`src/rtl/crc_tx_sequencer.sv`:
```
// Transmit packet sequencer: serializes TXPU payload bytes LSB first to the bit stuffer while
// mirroring accepted bits into the CRC engine, then sends the 16-bit CRC result LSB first.
module crc_tx_sequencer #(
    parameter logic INVERT_CRC  = 1'b1,
    parameter int   CRC_TIMEOUT = 32
) (
    input  logic        clk,
    input  logic        rst,
    input  logic        pkt_start,
    input  logic        zero_len,
    input  logic        abort,
    input  logic [7:0]  byte_in,
    input  logic        byte_valid,
    input  logic        byte_last,
    output logic        byte_ready,
    output logic        crc_clear,
    output logic        crc_bit,
    output logic        crc_bit_valid,
    output logic        crc_calc,
    input  logic        crc_done,
    input  logic [15:0] crc_value,
    output logic        tx_bit,
    output logic        tx_valid,
    input  logic        tx_ready,
    output logic        busy,
    output logic        pkt_done,
    output logic        crc_err
);
    localparam int TW = $clog2(CRC_TIMEOUT) + 1;

    localparam logic [2:0] S_IDLE     = 3'd0;
    localparam logic [2:0] S_LOAD     = 3'd1;
    localparam logic [2:0] S_DATA     = 3'd2;
    localparam logic [2:0] S_CRC_WAIT = 3'd3;
    localparam logic [2:0] S_CRC_TX   = 3'd4;
    localparam logic [2:0] S_DONE     = 3'd5;

    logic [2:0]    state_q, state_d;
    logic [7:0]    shreg_q, shreg_d;
    logic          last_q, last_d;
    logic [4:0]    bit_cnt_q, bit_cnt_d;
    logic [TW-1:0] tmo_cnt_q, tmo_cnt_d;
    logic [15:0]   crc_latch_q, crc_latch_d;
    logic          timeout;

    always_comb begin
        state_d       = state_q;
        shreg_d       = shreg_q;
        last_d        = last_q;
        bit_cnt_d     = bit_cnt_q;
        tmo_cnt_d     = tmo_cnt_q;
        crc_latch_d   = crc_latch_q;
        byte_ready    = 1'b0;
        crc_clear     = 1'b0;
        crc_bit       = 1'b0;
        crc_bit_valid = 1'b0;
        crc_calc      = 1'b0;
        tx_bit        = 1'b0;
        tx_valid      = 1'b0;
        busy          = (state_q != S_IDLE);
        pkt_done      = 1'b0;
        crc_err       = 1'b0;
        timeout       = (tmo_cnt_q == TW'(CRC_TIMEOUT));

        // Abort suppresses every handshake so no partial bit leaks to the stuffer or CRC engine.
        if (state_q != S_IDLE && abort) begin
            state_d   = S_IDLE;
            crc_clear = 1'b1;
        end else begin
            case (state_q)
                S_IDLE: begin
                    // Gated by rst so a start pulse during reset emits no clear.
                    if (pkt_start && !abort && !rst) begin
                        crc_clear = 1'b1;
                        tmo_cnt_d = '0;
                        state_d   = zero_len ? S_CRC_WAIT : S_LOAD;
                    end
                end
                S_LOAD: begin
                    byte_ready = 1'b1;
                    if (byte_valid) begin
                        shreg_d   = byte_in;
                        last_d    = byte_last;
                        bit_cnt_d = 5'd0;
                        state_d   = S_DATA;
                    end
                end
                S_DATA: begin
                    tx_valid = 1'b1;
                    tx_bit   = shreg_q[0];
                    crc_bit  = shreg_q[0];
                    if (tx_ready) begin
                        crc_bit_valid = 1'b1;
                        shreg_d       = {1'b0, shreg_q[7:1]};
                        bit_cnt_d     = bit_cnt_q + 5'd1;
                        if (bit_cnt_q == 5'd7) begin
                            tmo_cnt_d = '0;
                            state_d   = last_q ? S_CRC_WAIT : S_LOAD;
                        end
                    end
                end
                S_CRC_WAIT: begin
                    crc_calc = 1'b1;
                    if (crc_done) begin
                        crc_latch_d = INVERT_CRC ? ~crc_value : crc_value;
                        bit_cnt_d   = 5'd0;
                        state_d     = S_CRC_TX;
                    end else if (timeout) begin
                        crc_err   = 1'b1;
                        crc_clear = 1'b1;
                        state_d   = S_IDLE;
                    end else begin
                        tmo_cnt_d = tmo_cnt_q + 1'b1;
                    end
                end
                S_CRC_TX: begin
                    tx_valid = 1'b1;
                    tx_bit   = crc_latch_q[0];
                    if (tx_ready) begin
                        crc_latch_d = {1'b0, crc_latch_q[15:1]};
                        bit_cnt_d   = bit_cnt_q + 5'd1;
                        if (bit_cnt_q == 5'd15) state_d = S_DONE;
                    end
                end
                S_DONE: begin
                    pkt_done = 1'b1;
                    state_d  = S_IDLE;
                end
                default: state_d = S_IDLE;
            endcase
        end
    end

    always_ff @(posedge clk or posedge rst) begin
        if (rst) begin
            state_q     <= S_IDLE;
            shreg_q     <= '0;
            last_q      <= 1'b0;
            bit_cnt_q   <= '0;
            tmo_cnt_q   <= '0;
            crc_latch_q <= '0;
        end else begin
            state_q     <= state_d;
            shreg_q     <= shreg_d;
            last_q      <= last_d;
            bit_cnt_q   <= bit_cnt_d;
            tmo_cnt_q   <= tmo_cnt_d;
            crc_latch_q <= crc_latch_d;
        end
    end
endmodule

```
`config.mk`:
```
export PLATFORM = sky130hd
export DESIGN_NAME = crc_tx_sequencer
export DESIGN_NICKNAME = d
export VERILOG_FILES = /design/src/rtl/crc_tx_sequencer.sv
export SDC_FILE = /design/constraint.sdc
export NUM_CORES = 1
export LEC_CHECK = 0
export CAP_MARGIN = 40
export CORE_MARGIN = 2
export CORE_UTILIZATION = 30
export DETAILED_ROUTE_END_ITERATION = 12
export PLACE_DENSITY = 0.53
export SETUP_SLACK_MARGIN = 0.02
export SLEW_MARGIN = 20
export SYNTH_ARGS = -nofsm -noshare
export SYNTH_HDL_FRONTEND = slang
export SYNTH_SLANG_ARGS = --single-unit
```
`constraint.sdc`:
```
create_clock -name clk -period 5.9 [get_ports clk]
set_input_delay 1.18 -clock clk [delete_from_list [all_inputs] [get_ports clk]]
set_output_delay 1.18 -clock clk [all_outputs]
set_load 0.02 [all_outputs]
```
* Word level (Yosys, flattened, before mapping)
Cells that the tools add are included.
Word-level totals: flip-flop bits (word level) 39, bits of input ports 33, output and inout port bits 10, word-level logic and storage cells 102
Cells by class: $add $sub $neg 2, eq/ne operators 24, mux-type cells 50, bitwise logic cells 2, reduce and logical (&&, ||, !) cells 18
Operator list (number):
- 16-bit two-way mux | 2
- 16-bit one-hot mux with 2 select lines | 1
- 6-bit two-way mux | 5
- 3-bit two-way mux | 9
- 1-bit two-way mux | 20
- 3-bit != test, second input constant | 6
- 6-bit one-hot mux with 3 select lines | 1
- 8-bit two-way mux | 2
- 2-bit != test, second input constant | 8
- 16-bit inverter | 1
- 8-bit one-hot mux with 2 select lines | 1
- 5-bit two-way mux | 3
- 3-bit one-hot mux with 5 select lines | 1
- 5-bit one-hot mux with 3 select lines | 1
- 7-bit AND reduction | 2
- 3-bit nonzero test | 3
- 4-bit AND reduction | 2
- 6-bit by 1-bit adder with 6-bit output, second input constant | 1
- 3-bit by 2-bit equality test with 1-bit output, second input constant | 2
- 3-bit equality test, second input constant | 2
- 6-bit equality test, second input constant | 1
- 5-bit by 1-bit adder with 5-bit output, second input constant | 1
- 5-bit by 3-bit equality test with 1-bit output, second input constant | 1
- 5-bit by 4-bit equality test with 1-bit output, second input constant | 1
- 13 further kinds | 19

* Longest topological paths before layout
Gate-level depths: netlist (run 1).
word-level depth 6, mapped depth 8, depth with buffers taken out 8

* Worst setup path after synthesis (run 1)
No wires, ideal clock.
path type input to output, start in abort, end out crc_bit, arrival time 2.077 ns, required time 4.720 ns, setup slack 2.643 ns, stages on the path 3, path through clkbuf_1 clkbuf_1 nor3b_1
Between the ends: word-level cells in the longest chain between the ends 2
Ends and longest elaborated chain:
- start, declared | line 11 | input logic abort,
- 1-bit logical AND | line 66 | if (state_q != S_IDLE && abort) begin
- 1-bit two-way mux | line 66
- end, declared | line 17 | output logic crc_bit,
No other way between the ends.

* Worst setup path in the final report (run 1)
start in abort, end out crc_clear
Between the ends: word-level cells in the longest chain between the ends 6, elaborated cells on any way between the ends 7, those cells by class mux (3); reduce/logical (4)
Ends and longest elaborated chain:
- 1-bit zero test | line 73 | if (pkt_start && !abort && !rst) begin
- 1-bit logical AND (2 in series) | line 73
- 1-bit two-way mux | line 73
- 1-bit one-hot mux with 2 select lines | line 70 | case (state_q)
- 1-bit two-way mux * | line 66
- end, declared | line 16 | output logic crc_clear,
Every way passes the cells marked *; elsewhere a longest branch is shown, timed or not.

==> results.md, run 1 <==
* WHS at approximately 0.48 ns
* I/O pins at 43
* Relative slew slack at 0.447
* Fillers at between 700 and 800
* Slew Limit Fails at 0
* Routed len/inst at about 12 um
* Min Tclk post-route at between 4 and 5 ns
* Fin crit share at 0.725
* Placed Cells at just under 400
* Placed inst area at 2720 um2
* CTS buffer count at 5
* Met3 GRT Util at 0.0402
* Max-Cap Viols at 0
* Final GP Congestion at about 0.80
* Vias per cell at slightly below 5
* CTS sink cnt at 39
* Die area at roughly 8000 um2
* Crit end category: output pin
* DIE HEIGHT at about 90 um
* H-tree depth at 2
* Layout cell share with drive strength beyond 1 at 0.0556
* Critical setup path kind: primary input to output pin
* Remaining global-route overflow at 0
* Synth-to-layout area growth at 26.2%
* Setup TNS at 0 ns
* Met1 GRT Util at 0.172
* Post-Place Setup Slack at 1.65 ns
* Post-route setup slack at 1.62 ns
* Synth top area cells: dfrtp_1 (44%), nand2_1 (8.1%), o21ai_0 (7.0%)
* Post-synth EDFFs at 0
* Synth Warn # at 0
* GRT Resource Usage Total at 0.122
* Async SR Flop Fraction at 1.00
* Antenna-violating nets left at 0
* DPL Wire Length at 3430 um
* Via Count at 1,954
* Fmax at 234 MHz
* Antenna cells at 0
* Hold Crit Class: flip-flop to flip-flop
* CTS tree: built
* Endpoints failing setup at 0
* Pwr Density at approximately 400 nW/um2
* Post-Synthesis Cells at between 200 and 300
* CTS Root Cell: clkbuf_8
* Top-area cell type share of the netlist area at 0.439
* Die W at 90.1 um
* Status: complete, no violations
* Peak supply drop at roughly 0.00013 V
* Multi-input logic area at between 1000 and 1500 um2
* Sequential cell area at roughly 980 um2
* Top FF cell, synth: dfrtp_1
* Worst-path clk slew at ~0.07 ns
* Cell taking the most area after synthesis: dfrtp_1
* Syn_nets at between 300 and 400
* Seq/Total Area, Yosys at 0.439
* Worst-path fanout max at 17
* DRC viols at 0
* Met2 GRT Util at 0.180
* CTS max path bufs at 2
* Site row count at 31
* Critical path launch point type: primary input
* Slew at the pin closest to its max-slew limit at about 0.82 ns
* Number of DRC markers in iteration 0 at around 90
* GRT Max-Usage Layer: met2
* Post-CTS setup buffers at 0
* Leakage at about 1.2 nW
* Synthesized area per cell at approximately 8.2 um2
* Clk_skew at ~0.0071 ns
* CP Data Arrival Time at approximately 3.1 ns
* Synthesized area at 2220 um2
* WL final at slightly below 5000 um
* Largest net degree at the start of global routing at 40
* Finished Layout Cells at roughly 400
* Data required, critical path at approximately 4.7 ns
* Cell variety after synth at 42
* Final hold vios at 0
* Via count of the first global-routing pass at roughly 1,700
* Fin util at 0.389
* Skew-Pair Late Insertion Delay at approximately 0.29 ns
* Cts repair resizes at 0
* Initial Util at 0.308
* Design area at approximately 2800 um2
* First-pass GRT wire length at between 8000 and 9000 um
* Layout Nets at around 340
* RSZ-0062 raised after global routing: false
* First-pass DRT Iterations at 4
* Power consumption at roughly 1.1 mW
* Hold-fix buffer count after cts at 0
* Core region area at roughly 7200 um2
* PortBufs at between 40 and 50
* Initial antenna violation count at 0
* Yosys reg bits at 39
state kept, by name, summed over array words and instances, names as in the netlist:
register	cells
crc_latch_q	16
shreg_q	8
tmo_cnt_q	6
bit_cnt_q	5
state_q	3
last_q	1
final cells by class:
type	count	area share
Clock buffer	6	0.0294
Clock inverter	1	0.00178
Inverter	8	0.0107
Multi-Input combinational cell	207	0.408
Sequential cell	39	0.348
Tap cell	99	0.0442
Timing Repair Buffer	45	0.158
final timing paths:
path / from / endpoint / slack [ns] / cells after the start
hold / removal: crc_latch_q[6] / crc_latch_q[6] / 0.48 / 2
max in group asynchronous: rst / state_q[0] / 4.17 / 3
hold reg to reg: crc_latch_q[6] / crc_latch_q[6] / 0.48 / 2
setup reg to reg: state_q[2] / bit_cnt_q[3] / 3.44 / 6
setup / recovery: abort / crc_clear / 1.62 / 5
min in group asynchronous: rst / bit_cnt_q[4] / 1.37 / 3
metal layers:
layer | up-vias | routed length [um] | share of wire
li1 | 1013 | - | -
met1 | 891 | 2530 | 0.51
met2 | 44 | 2090 | 0.42
met3 | 6 | 274 | 0.055
met4 | 0 | 57 | 0.011
met5 | - | 0 | 0
placed cells by master (no fill, tap or decap), types with 2 or more instances in the layout:
cell / count
clkbuf_8: 6
clkdlybuf4s50_1: 42
dfrtp_1: 39
a21oi_1: 22
or4b_1: 2
o21ai_0: 31
o211ai_1: 2
or4_1: 2
and2_1: 3
buf_4: 3
mux2_2: 2
nor2b_1: 2
inv_1: 7
o31ai_1: 3
nand3_1: 3
nor3b_4: 2
nor3_1: 3
nor3b_1: 5
and3_1: 3
nor2_1: 38
a31oi_1: 9
nand3b_1: 3
ha_1: 4
nand2_1: 48
nand2b_1: 4
report_power, final:
group | total, mW | leakage, nW | internal (mW) | switching, mW
registers | 0.470 | 0.493 | 0.370 | 0.101
logic | 0.462 | 0.624 | 0.206 | 0.256
clock network | 0.185 | 0.0470 | 0.0918 | 0.0932
total | 1.12 | 1.16 | 0.667 | 0.450
logic make-up after synthesis:
kind of cell / after synthesis / synth area share
AND/OR/NAND/NOR: 123 / 0.273
AO/OA/AOI/OAI: 77 / 0.204
flip-flops: 39 / 0.439
buffers and inverters: 24 / 0.0456
adder cells (fa/ha/maj): 4 / 0.0225
multiplexers: 3 / 0.0152
critical path, stage by stage:
cell and delay [ns]:
clkdlybuf4s50_1 0.73, nor3b_1 0.40, a21oi_1 0.11, nand2_1 0.08, clkdlybuf4s50_1 0.60
cell usage after synthesis, drive strengths merged (2+ instances only):
master / number
nand2: 48
dfrtp: 39
nor2: 38
o21ai: 32
a21oi: 22
clkbuf: 11
a31oi: 9
inv: 8
nor3b: 7
buf: 5
ha: 4
nand2b: 4
nor3: 4
and2: 3
and3: 3
mux2: 3
nand3: 3
nand3b: 3
o211ai: 3
o31ai: 3
nor2b: 2
or4: 2
or4b: 2
Note: power is estimated with default switching activity, not from simulation.
==> run 2, diff against run 1 <==
==> constraint.sdc (replaced) <==
create_clock -name clk -period 4.4 [get_ports clk]
set_input_delay 0.88 -clock clk [delete_from_list [all_inputs] [get_ports clk]]
set_output_delay 0.88 -clock clk [all_outputs]
set_load 0.02 [all_outputs]
==> run 2 against run 1 <==
Effect of this change:
- sequential share of layout area down 0.43 points
- clock power up 31%
- critical endpoint is now crc_err
- hold slack better by 0.0043 ns
- final cell count up 1.5%
- clock skew down 0.00064 ns
- sequential power up 24%
- die area unchanged
- global-route usage up 0.48 points
- worst setup slack worse by 0.75 ns
- register-to-register slack worse by 1.4 ns
- combinational power up 47%
- design area up 1.2%
==> results.md, run 2 (synthesis results as in run 1) <==
* Largest regs: crc_latch_q x16, shreg_q x8, tmo_cnt_q x6
* Critical path launch point type: primary input
* I/O pins at 43 (unchanged)
* Initial antenna violation count at 0 (unchanged)
* Worst setup path endpoint: crc_err
* Max stage delay cell, worst path: clkdlybuf4s50_1
* Crit. Startpoint: crc_done
* WL final at 4950 um (-0.18%)
* Skew-Pair Late Insertion Delay at 0.29 ns (about the same)
* Hold-fix buffer count after cts at 0 (unchanged)
* Max layer used: met4
* Largest register FFs at 16 (unchanged)
* Via Count at 1,985 (+1.6%)
* Vias per cell at 4.83 (+0.10%)
* Leakage at 1.18 nW (+1.7%)
* Largest net degree at the start of global routing at 40 (unchanged)
* Flop2flop setup slack at 2.06 ns (-1.38 ns)
* Number of DRC markers in iteration 0 at 66 (-27%)
* Placed inst area at 2750 um2 (+1.1%)
* CTS sink cnt at 39 (unchanged)
* Met1 wire length at 2460 um (-2.8%)
* RSZ-0062 raised after global routing: false
* Min Tclk post-route at about 3.5 ns
* DPL Wire Length at 3490 um (+1.8%)
* Routed len/inst at 12.0 um (-1.6%)
* Peak supply drop at 0.000155 V (+16%)
* Relative slew slack at 0.659 (+0.211)
* Max-Cap Viols at 0 (unchanged)
* Post-route setup slack at 0.871 ns (-0.754 ns)
* Via count of the first global-routing pass at 1,807 (+3.8%)
* Status: complete, no violations
* Finished Layout Cells at 411 (+1.5%)
* Final hold vios at 0 (unchanged)
* Layout Nets at 348 (+1.5%)
* PortBufs at 42 (unchanged)
* GRT Resource Usage Total at 0.127 (+0.00476)
* Post-Place Setup Slack at 0.872 ns (-0.774 ns)
* Data required, critical path at 3.52 ns (-1.20 ns)
* Crit end category: output pin
* Pwr Density at 530 nW/um2 (+33%)
* DIE HEIGHT at 90.1 um (unchanged)
* Commonest non-fill, non-tap cells in the layout: nand2_1 (48), clkdlybuf4s50_1 (42), dfrtp_1 (39)
* Setup TNS at 0 ns (unchanged)
* Remaining global-route overflow at 0 (unchanged)
* Placed Cells at 402 (+1.0%)
* Critical setup path kind: primary input to output pin
* Initial Util at 0.308 (unchanged)
* Final GP Congestion at 0.787 (-1.2%)
* Layout cell share with drive strength beyond 1 at 0.0705 (+0.0150)
* CP most frequent cell: clkdlybuf4s50_1
* Die W at 90.1 um (unchanged)
* Endpoints failing setup at 0 (unchanged)
* R2r endpoint: bit_cnt_q[3]
* WL met3 at 283 um (+3.3%)
* Slew Limit Fails at 0 (unchanged)
* Worst r2r path cells at 7 (+1)
* Worst-path fanout max at 4 (-13)
* Synth-to-layout area growth at 27.8%
* Hold Crit Class: flip-flop to flip-flop
* CTS max path bufs at 2 (unchanged)
* Most flop-heavy register: crc_latch_q
* Post-CTS setup buffers at 0 (unchanged)
* Fmax at between 200 and 300 MHz
* First-pass DRT Iterations at 4 (unchanged)
* Met2 WL at 2130 um (+1.7%)
* Worst-path clk slew at 0.08 ns (about the same)
* First-pass GRT wire length at 8470 um (+2.3%)
* Most common cell after layout, fill and taps aside: nand2_1
* DRC viols at 0 (unchanged)
* Antenna-violating nets left at 0 (unchanged)
* Design area at 2840 um2 (+1.2%)
* Fillers at 781 (-2.1%)
* Die area at 8110 um2 (unchanged)
* CTS Root Cell: clkbuf_8
* Fin util at 0.394 (+0.00486)
* CTS tree: built
* CP Data Arrival Time at 2.65 ns (-0.45 ns)
* Core region area at 7210 um2 (unchanged)
* Antenna cells at 0 (unchanged)
* Site row count at 31 (unchanged)
* Clk_skew at 0.00646 ns (-0.000635 ns)
* CP Cell Sequence: clkdlybuf4s50_1, or4_1, nor2_1, clkdlybuf4s50_1
* Fin crit share at 0.802
* Slew at the pin closest to its max-slew limit at 0.512 ns (-0.313 ns)
* H-tree depth at 2 (unchanged)
* Worst R2R Start: state_q[1]
* Max incr delay on CP at 0.61 ns (-0.12 ns)
* Cts repair resizes at 0 (unchanged)
* CTS buffer count at 5 (unchanged)
run 2: area by class of cell:
cell class,count,area (um2),area share
clock inverters,2,12.5,0.00441
repair buffers,50,480,0.169
inverters,8,30.0,0.0106
well taps,99,124,0.0436
clock buffers,6,72.6,0.0256
flip-flops and latches,39,976,0.344
multi-input cells,207,1140,0.403
run 2: how the worst min path moves through the flow:
stage,start,end,slack [ns],cells after the start
5_1_grt,crc_latch_q[13],crc_latch_q[13],0.52,2
4_1_cts,crc_latch_q[13],crc_latch_q[13],0.49,2
3_3_place_gp,crc_latch_q[4],crc_latch_q[4],0.46,2
2_1_floorplan,tmo_cnt_q[5],tmo_cnt_q[5],0.44,1
3_5_place_dp,crc_latch_q[13],crc_latch_q[13],0.47,2
6_report,crc_latch_q[5],crc_latch_q[5],0.49,2
run 2: report_power, final:
part | leakage [nW] | switching, mW | total [mW] | internal (mW)
clock | 0.0412 | 0.131 | 0.242 | 0.111
combinational | 0.649 | 0.389 | 0.681 | 0.292
sequential | 0.493 | 0.0842 | 0.581 | 0.497
total | 1.18 | 0.605 | 1.50 | 0.899
run 2: per-stage QoR:
step	hold slack, ns	total power [mW]
final	0.486	1.50
after global routing	0.516	1.66
after CTS	0.490	1.53
after detailed placement	0.472	1.28
after global placement	0.464	1.27
after floorplan	0.438	1.08
run 2: worst max-delay path, delay by kind of cell:
family,cells,cell delay (ns)
buf+inv,2,1.07
simple gates,2,0.69
run 2: routing by layer:
layer,up-vias,GRT usage
met2,46,0.190
li1,1022,-
met5,-,0
met4,0,0.0462
met3,7,0.0310
met1,910,0.178
==> run 3, diff against run 2 <==
--- a/config.mk
+++ b/config.mk
@@ -9,7 +9,7 @@
 export CORE_MARGIN = 2
 export CORE_UTILIZATION = 30
 export DETAILED_ROUTE_END_ITERATION = 12
-export PLACE_DENSITY = 0.53
+export PLACE_DENSITY = 0.55
 export SETUP_SLACK_MARGIN = 0.02
 export SLEW_MARGIN = 20
 export SYNTH_ARGS = -nofsm -noshare
==> constraint.sdc (replaced) <==
create_clock -name clk -period 2.89 [get_ports clk]
set_input_delay 0.578 -clock clk [delete_from_list [all_inputs] [get_ports clk]]
set_output_delay 0.578 -clock clk [all_outputs]
set_load 0.02 [all_outputs]
==> run 3 against run 2 <==
Effect of this change:
- hold slack lost 0.0079 ns
- power grew 59%
- clock power rose by 72%
- sequential share of layout area shrank 0.94 points
- first-iteration DRC count unchanged
- worst setup slack worse by 0.72 ns
- largest power group unchanged
==> results.md, run 3 (synthesis results as in run 1) <==
* Status: complete, no violations
* Routed len/inst at 12.4 um (+2.8%)
* Most flop-heavy register: crc_latch_q
* Max stage delay cell, worst path: clkdlybuf4s50_1
* Initial antenna violation count at 0 (unchanged)
* Site row count at 31 (unchanged)
* Relative slew slack at 0.663 (+0.00414)
* Max-Cap Viols at 0 (unchanged)
* Die W at 90.1 um (unchanged)
* Psw at 944 uW (+56%)
* CP Data Arrival Time at 2.16 ns (-0.49 ns)
* Remaining global-route overflow at 0 (unchanged)
* Vias per cell at 4.78 (-1.1%)
* Peak supply drop at 0.000278 V (+79%)
* Largest regs: crc_latch_q x16, shreg_q x8, tmo_cnt_q x6
* Core region area at 7210 um2 (unchanged)
* Hold Crit Class: flip-flop to flip-flop
* Critical setup path kind: flip-flop to output pin
* GRT Resource Usage Total at 0.134 (+0.00714)
* DPL Wire Length at 3710 um (+6.4%)
* Via count of the first global-routing pass at 1,863 (+3.1%)
* CP Cell Sequence: or3b_1, nor3b_1, clkdlybuf4s50_1
* Die area at 8110 um2 (unchanged)
* WL final at 5190 um (+4.9%)
* Post-route setup slack at 0.152 ns (-0.719 ns)
* Critical path launch point type: flip-flop
* Number of DRC markers in iteration 0 at 66 (unchanged)
* Worst-path fanout max at 8 (+4)
* Worst-path clk slew at 0.08 ns (about the same)
* Layout Nets at 356 (+2.3%)
* First-pass GRT wire length at 8920 um (+5.4%)
* Endpoints failing setup at 0 (unchanged)
* Synth-to-layout area growth at 31.4%
* Slew Limit Fails at 0 (unchanged)
* Largest register FFs at 16 (unchanged)
* CTS Root Cell: clkbuf_8
* Data required, critical path at 2.31 ns (-1.21 ns)
* Crit path max-delay family: simple AND/OR/NAND/NOR gates
* Layout cell share with drive strength beyond 1 at 0.0969 (+0.0264)
* Power consumption at 2.40 mW (+59%)
* Worst Path Buf+Inv at 1 (-1)
* Comb pwr share at 0.449 (-0.004)
* Post-Place Setup Slack at -0.0132 ns (-0.885 ns)
* Fin crit share at 0.947
* Skew-Pair Late Insertion Delay at 0.29 ns (about the same)
* CTS max path bufs at 2 (unchanged)
* I/O pins at 43 (unchanged)
* Crit end category: output pin
* CTS sink cnt at 39 (unchanged)
* Post-CTS setup buffers at 0 (unchanged)
* Min Tclk post-route at about 2.7 ns
* PortBufs at 42 (unchanged)
* Max incr delay on CP at 0.64 ns (+0.03 ns)
* Final hold vios at 0 (unchanged)
* Fmax at ~370 MHz
* Internal Dissipation at 1.45 mW (+62%)
* Most common cell after layout, fill and taps aside: nand2_1
* Switching share of power at 0.394 (-0.00824)
* Final GP Congestion at 0.744 (-5.5%)
* Antenna cells at 0 (unchanged)
* H-tree depth at 2 (unchanged)
* First-pass DRT Iterations at 4 (unchanged)
* Initial Util at 0.308 (unchanged)
* Pwr Density at 821 nW/um2 (+55%)
* Leakage at 1.25 nW (+5.4%)
* Clk pwr share at 0.173 (+0.012)
* Clk_skew at 0.00696 ns (+0.000502 ns)
* CTS tree: built
* CTS buffer count at 5 (unchanged)
* DRC viols at 0 (unchanged)
* Antenna-violating nets left at 0 (unchanged)
* Via Count at 2,001 (+0.81%)
* DIE HEIGHT at 90.1 um (unchanged)
* Commonest non-fill, non-tap cells in the layout: nand2_1 (48), clkdlybuf4s50_1 (40), dfrtp_1 (39)
* Slew at the pin closest to its max-slew limit at 0.506 ns (-0.00620 ns)
* Largest net degree at the start of global routing at 40 (unchanged)
* Sequential power share at 0.378 (-0.008)
* RSZ-0062 raised after global routing: false
## run 3: cell count changes in the layout (fill, tap and decap cells not counted), sizes merged
| cell | delta |
|---|---|
| clkinv | -1 |
| buf | +8 |
| dlygate4sd2 | +1 |
| clkbuf | +1 |
| clkdlybuf4s50 | -2 |
| dlymetal6s2s | +1 |
## run 3: routing by layer
layer | vias up | wire, um | GRT usage
met5 | - | 0 | 0
met4 | 0 | 71 | 0.0423
met3 | 5 | 220 | 0.0302
met2 | 42 | 2340 | 0.212
met1 | 916 | 2560 | 0.184
li1 | 1038 | - | -
## run 3: final timing paths
path / start / to / slack, ns / cells past startpoint
setup / recovery: state_q[2] / crc_bit_valid / 0.15 / 3
hold / removal: tmo_cnt_q[5] / tmo_cnt_q[5] / 0.48 / 1
setup reg to reg: state_q[2] / bit_cnt_q[3] / 0.55 / 7
hold reg to reg: tmo_cnt_q[5] / tmo_cnt_q[5] / 0.48 / 1
max in group asynchronous: rst / shreg_q[2] / 1.76 / 3
min in group asynchronous: rst / tmo_cnt_q[3] / 0.77 / 3
## run 3: cell type report
type / instances / area (um2)
well taps: 99 / 124
repair buffers: 58 / 542
inverters: 8 / 30.0
multi-input cells: 207 / 1140
clock inverters: 1 / 7.51
clock buffers: 7 / 96.3
flip-flops and latches: 39 / 976
fillers: 780 / 4290
## run 3: stage by stage
stage	setup TNS (ns)	area, um2	std cells	util	hold slack [ns]
after CTS	0	2920	419	0.404	0.479
after global placement	-0.0176	2820	411	0.390	0.460
final	0	2920	419	0.405	0.478
after floorplan	0	2220	270	-	0.438
after global routing	0	2920	419	0.405	0.503
after detailed placement	-0.0132	2820	411	0.390	0.467
## run 3: what timing repair did
item                                    4_1_cts  5_1_grt
endpoints found under the setup margin        1        1
resized for setup                             1        1
hold buffers                                  0        0
## run 3: power by group through the flow
stage	clock network, mW	registers [mW]	logic, mW
finish	0.416	0.906	1.08
global route	0.452	0.943	1.23
CTS	0.432	0.909	1.09
detailed placement	0	0.917	1.09
global placement	0	0.911	1.08
floorplan	0	0.865	0.787
## run 3: worst register-to-register path, delay by kind of cell (launching register included)
family,cells,cell delay (ns)
AOI/OAI and AO/OA,2,0.23
and+or+nand+nor,3,0.99
DFF,1,0.47
buffers and inverters,2,0.58
